### config.mk
export PLATFORM = sky130hd
export DESIGN_NAME = arbiter_for_mem_rr_flat
export DESIGN_NICKNAME = d
export VERILOG_FILES = /design/src/rtl/arbiter_for_mem_rr_pkg.sv /design/src/rtl/arbiter_for_mem_rr_if.sv /design/src/rtl/arbiter_for_mem_rr_rr_pick.sv /design/src/rtl/arbiter_for_mem_rr.sv /design/src/flat_wrapper.sv
export SDC_FILE = /design/constraint.sdc
export NUM_CORES = 1
export LEC_CHECK = 0
export CAP_MARGIN = 25
export CORE_AREA = 4 4 41 43
export CTS_BUF_LIST = sky130_fd_sc_hd__clkbuf_2 sky130_fd_sc_hd__clkbuf_4 sky130_fd_sc_hd__clkbuf_8
export CTS_CLUSTER_DIAMETER = 50
export DETAILED_ROUTE_END_ITERATION = 8
export DIE_AREA = 0 0 45 47
export MAX_ROUTING_LAYER = met4
export PLACE_DENSITY = 0.7
export SLEW_MARGIN = 20
export SYNTH_ARGS = -nofsm -noshare
export SYNTH_HDL_FRONTEND = slang
export SYNTH_SLANG_ARGS = --single-unit
### constraint.sdc
create_clock -name clk -period 2.1 [get_ports clk]
set_input_delay 0.315 -clock clk [delete_from_list [all_inputs] [get_ports clk]]
set_output_delay 0.315 -clock clk [all_outputs]
set_load 0.01 [all_outputs]
### src/rtl/arbiter_for_mem_rr_pkg.sv
// arbiter_mem_pkg: shared FSM encodings and default requester indices for the memory arbiter
package arbiter_mem_pkg;
  typedef enum logic {IDLE = 1'b0, GRANT = 1'b1} state_t;
  localparam int MEM_DL  = 0;
  localparam int DC_AREG = 1;
  localparam int IC_AREG = 2;
endpackage

### src/rtl/arbiter_for_mem_rr_if.sv
// arbiter_for_mem_rr_if: requester/memory handshake bundle for the memory arbiter
interface arbiter_for_mem_rr_if #(parameter int N_REQ = 3);
  logic [N_REQ-1:0] v_req;
  logic [N_REQ-1:0] v_grant_m;
  logic [N_REQ-1:0] ack;
  logic [$clog2(N_REQ)-1:0] grant_id;
  logic mem_access_done;
  logic busy;
  logic timeout_err;
  modport master (output v_req, mem_access_done, input v_grant_m, ack, grant_id, busy, timeout_err);
  modport slave (input v_req, mem_access_done, output v_grant_m, ack, grant_id, busy, timeout_err);
endinterface

### src/rtl/arbiter_for_mem_rr_rr_pick.sv
// rr_pick: first set request at or after base, wrapping past N_REQ-1 back to 0
module rr_pick #(parameter int N_REQ = 3) (
  input  logic [N_REQ-1:0]         req,
  input  logic [$clog2(N_REQ)-1:0] base,
  output logic [$clog2(N_REQ)-1:0] win,
  output logic                     found
);
  localparam int IW = $clog2(N_REQ);
  function automatic logic [IW-1:0] wrap(input int s);
    return IW'(s >= N_REQ ? s - N_REQ : s);
  endfunction
  always_comb begin
    win = '0;
    for (int i = N_REQ - 1; i >= 0; i--)
      if (req[wrap(int'(base) + i)]) win = wrap(int'(base) + i);
  end
  assign found = |req;
endmodule

### src/rtl/arbiter_for_mem_rr.sv
// arbiter_for_mem_rr: fixed/round-robin arbiter holding the memory port until done or watchdog release
module arbiter_for_mem_rr
  import arbiter_mem_pkg::*;
#(
  parameter int N_REQ   = 3,
  parameter bit RR_EN   = 1'b1,
  parameter int TIMEOUT = 0
) (
  input logic clk,
  input logic rst,
  arbiter_for_mem_rr_if.slave bus
);
  localparam int IW = $clog2(N_REQ);
  localparam int CW = TIMEOUT > 0 ? $clog2(TIMEOUT + 1) : 1;
  localparam logic [CW-1:0] CNT_LAST = CW'(TIMEOUT > 0 ? TIMEOUT - 1 : 0);
  localparam logic [CW-1:0] CNT_MAX = '1;
  state_t state, state_nx;
  logic [IW-1:0] ptr, ptr_nx, grant_id, win, id_inc;
  logic [N_REQ-1:0] v_grant_m;
  logic [CW-1:0] cnt;
  logic found, done, wd_fire;
  rr_pick #(.N_REQ(N_REQ)) u_pick (
    .req(bus.v_req), .base(RR_EN ? ptr : IW'(0)), .win(win), .found(found)
  );
  assign done = state == GRANT && bus.mem_access_done;
  // done in the same cycle as the last watchdog tick takes precedence
  assign wd_fire = (TIMEOUT > 0) && state == GRANT && !bus.mem_access_done && cnt == CNT_LAST;
  assign id_inc = grant_id == IW'(N_REQ - 1) ? IW'(0) : grant_id + 1'b1;
  always_comb begin
    state_nx = state;
    ptr_nx = ptr;
    state_nx = state == IDLE ? (found ? GRANT : IDLE) : (done || wd_fire ? IDLE : GRANT);
    ptr_nx = RR_EN && (done || wd_fire) ? id_inc : ptr;
  end
  always_ff @(posedge clk) begin
    if (rst) begin
      state <= IDLE;
      ptr <= '0;
      cnt <= '0;
      v_grant_m <= '0;
      grant_id <= '0;
    end else begin
      state <= state_nx;
      ptr <= ptr_nx;
      if (state == IDLE && found) begin
        v_grant_m <= N_REQ'(1) << win;
        grant_id <= win;
        cnt <= '0;
      end else if (state_nx == IDLE) begin
        v_grant_m <= '0;
        grant_id <= '0;
        cnt <= '0;
      end else if (cnt != CNT_MAX) begin
        cnt <= cnt + 1'b1;
      end
    end
  end
  assign bus.v_grant_m = v_grant_m;
  assign bus.grant_id = grant_id;
  assign bus.busy = state == GRANT;
  assign bus.ack = rst ? '0 : v_grant_m & {N_REQ{bus.mem_access_done}};
  assign bus.timeout_err = wd_fire & ~rst;
endmodule

### src/flat_wrapper.sv
// flat-port wrapper written by rule: the top's interface ports become plain ports
module arbiter_for_mem_rr_flat import arbiter_mem_pkg::*;
#(
  parameter int N_REQ   = 3,
  parameter bit RR_EN   = 1'b1,
  parameter int TIMEOUT = 0
)
  (clk, rst, bus_v_req, bus_mem_access_done, bus_v_grant_m, bus_ack, bus_grant_id, bus_busy, bus_timeout_err);
  arbiter_for_mem_rr_if #(.N_REQ(N_REQ)) bus_i ();
  input logic clk;
  input logic rst;
  input wire logic [$bits(bus_i.v_req)-1:0] bus_v_req;
  input wire logic [$bits(bus_i.mem_access_done)-1:0] bus_mem_access_done;
  output wire logic [$bits(bus_i.v_grant_m)-1:0] bus_v_grant_m;
  output wire logic [$bits(bus_i.ack)-1:0] bus_ack;
  output wire logic [$bits(bus_i.grant_id)-1:0] bus_grant_id;
  output wire logic [$bits(bus_i.busy)-1:0] bus_busy;
  output wire logic [$bits(bus_i.timeout_err)-1:0] bus_timeout_err;
  assign bus_i.v_req = bus_v_req;
  assign bus_i.mem_access_done = bus_mem_access_done;
  assign bus_v_grant_m = bus_i.v_grant_m;
  assign bus_ack = bus_i.ack;
  assign bus_grant_id = bus_i.grant_id;
  assign bus_busy = bus_i.busy;
  assign bus_timeout_err = bus_i.timeout_err;
  arbiter_for_mem_rr #(.N_REQ(N_REQ), .RR_EN(RR_EN), .TIMEOUT(TIMEOUT)) u_core (.clk(clk), .rst(rst), .bus(bus_i));
endmodule
==> flow_summary.toml <==
[outcome]
status = "completed"

[floorplan]
die_area_sq_um = 2115
placementRows = 13
die_x_um = 45
die_h_um = 47
initial_utilization = 0.4077
boundaryPins = 16
core_sq_um = 1301

[cts]
numCtsBuffers = 3
insertion_delay_ps = 260
cts_resized = 0
cts_sinks = 8
clk_pin_slew_ps = 50
cts_tree = "built"
cts_max_level = 1
cts_setup_buffers = 0
clockRootBuffer = "clkbuf_4"
clock_path_buffers = 2
cts_hold_buf = 0

[global_route]
grt_pass1_wl_um = 1897
antenna_found_initial = 0
grt_pass1_vias = 466
grt_max_degree = 9
grtUsageTotal = 0.1261
overflow = 0

[power]
p_clk_frac = 0.310
p_leak_nw = 0.2721
seqPwrFrac = 0.447
powerDensity_nw_per_um2 = 542.7
p_total_mw = 0.3796
intPower_mw = 0.2773
combPwrFrac = 0.243
p_sw_mw = 0.1023
p_sw_frac = 0.2696
peakVddDrop_v = 0.0003418

[critical_path]
path_max_fanout = 4
criticalPathCategory = "in2out"
endpoint_kind = "output port"
crit_arrival_ps = 1670
cp_common_cell = "clkdlybuf4s50_1"
cp_cell_sequence = "clkdlybuf4s50_1 > nor2b_2 > and2_1 > clkdlybuf4s50_1"
critPathBufInv = 2
critPathSlowestCell = "clkdlybuf4s50_1"
cp_top_family = "buffers and inverters"
critPathMaxStageDelay_ps = 530
start_kind = "input pin"
required_ps = 1780

[synth]
synthTopCellsByArea = "dfxtp_1 30%, ha_1 7.1%, a21oi_1 5.7%, nor2b_1 4.7%, nand2_1 4.2%"
netlist_instances = 66
yosys.area.top_type = "dfxtp_1"
ys_seq_elements = 8
synth.top_cell.area_share = 0.3019
netlist_area_sq_um = 530.5
avgSynthCellArea_sq_um = 8.038
synth_nets = 75
synth_cell_types = 30
ys_seq_area_frac = 0.3019
ys_warn_count = 0

[drt]
ant_nets = 0
drt_iter0_drc = 2
firstDrtPassIters = 3
dr_total_vias = 494
drt_wl_total_um = 1072
drc = 0
via_per_inst = 5.146
routedWlPerCell_um = 11.17

[finish]
fillerInstances = 142
multiInputGateArea_sq_um = 339.1
nets = 92
register_area_sq_um = 160.2
diodes = 0
drive_gt1_frac = 0.08642
layout-area-overhead-vs-synth_pct = 31.84

[timing]
setup_violations = 0
clock_skew_ps = 8.779
period_share = 0.9453
hold_violations = 0
whs_ps = 471.5
slew_viol_final = 0
fin_setup_tns_ps = 0
rsz0062_at_grt = "no"
finalCriticalPeriod_ps = 1985
max_freq_mhz = 503.7

[worst_hold_path]
hold_class = "reg2reg"

[placed_design]
place.gp.congestion = 0.7248
dp.final_hpwl_um = 873.5
port_buffers = 14

[job]
cap_viol_max_count = 0
## cell usage in the layout, fill, tap and decap left out, types with 2 or more instances in the layout
| cell | synthesis | final |
|---|---|---|
| nand3b_1 | 2 | 2 |
| a21oi_1 | 6 | 6 |
| a22o_1 | 2 | 2 |
| ha_1 | 3 | 3 |
| a21o_1 | 2 | 2 |
| nor3_1 | 3 | 3 |
| clkbuf_4 | 0 | 3 |
| inv_1 | 3 | 3 |
| nand2b_1 | 2 | 2 |
| o21ai_0 | 3 | 3 |
| dfxtp_1 | 8 | 8 |
| nand2_1 | 6 | 6 |
| clkdlybuf4s50_1 | 0 | 14 |
| and2_1 | 3 | 3 |
| nor2_1 | 3 | 3 |
| nor2b_1 | 4 | 3 |
## power groups by stage
| stage | clock network, mW | logic, mW | registers, mW |
|---|---|---|---|
| floorplan | 0 | 0.0519 | 0.176 |
| global placement | 0 | 0.0903 | 0.173 |
| detailed placement | 0 | 0.0916 | 0.173 |
| CTS | 0.124 | 0.0922 | 0.170 |
| global route | 0.127 | 0.103 | 0.172 |
| finish | 0.118 | 0.0922 | 0.170 |
## sequential cells by signal (all words and copies together) (netlist names)
signal                flops
u_core.ptr                2
u_core.bus.v_grant_m      3
u_core.bus.grant_id       2
u_core.bus.busy           1
## cell usage after synthesis, drive strengths merged
cell type / number
buf: 2
and3: 1
a32o: 1
and2b: 1
a21o: 2
clkbuf: 1
dfxtp: 8
inv: 3
a21boi: 1
a21oi: 6
nor2: 3
o21ai: 3
or2: 1
nand3b: 2
ha: 3
and2: 3
and3b: 1
mux2i: 1
mux2: 1
nand4: 1
nor3b: 1
conb: 1
o22ai: 1
nand2: 6
nor2b: 4
nor3: 3
o221ai: 1
nand2b: 2
a22o: 2
## kinds of logic after synthesis
family,share of synthesized area
compound gates,0.2076
fa+ha+maj,0.07076
buf+inv,0.06367
flops,0.3019
mux,0.04009
other cells,0.007069
simple gates,0.3090
## path summary, 6_finish.rpt
path	from	endpoint	slack [ps]	depth (start not counted)
worst max-delay path	bus_mem_access_done	bus_ack[2]	110	4
worst min-delay path	u_core.bus.v_grant_m[2]	u_core.bus.v_grant_m[2]	470	2
worst max register to register	u_core.ptr[0]	u_core.bus.v_grant_m[0]	440	6
worst min register to register	u_core.bus.v_grant_m[2]	u_core.bus.v_grant_m[2]	470	2
## final cells by class
type | count | share of cell area
inverters | 3 | 0.01610
clock buffers | 3 | 0.03220
flip-flops and latches | 8 | 0.2290
multi-input cells | 52 | 0.4848
repair buffers | 15 | 0.2111
well taps | 15 | 0.02683
## metal layers
metal	vias up	track usage	part of all wire
li1	261	-	-
met1	223	0.1471	0.45
met2	10	0.1949	0.49
met3	0	0.05747	0.065
met4	0	0.03509	0
met5	-	-	0
## through the flow
step	utilization	instances	worst slack, ps	instance area (sq um)
detailed placement	0.5183	93	67.65	674.4
floorplan	-	66	585.5	530.5
global placement	0.5183	93	99.14	674.4
global route	0.5375	96	34.24	699.4
CTS	0.5356	96	58.34	696.9
finish	0.5375	96	114.8	699.4
## tightest hold or removal path, stage by stage (launching register included)
cell and delay, ps:
dfxtp_1 310, nand2_1 60, a21oi_1 50
Note: power is estimated with default switching activity, not from simulation.
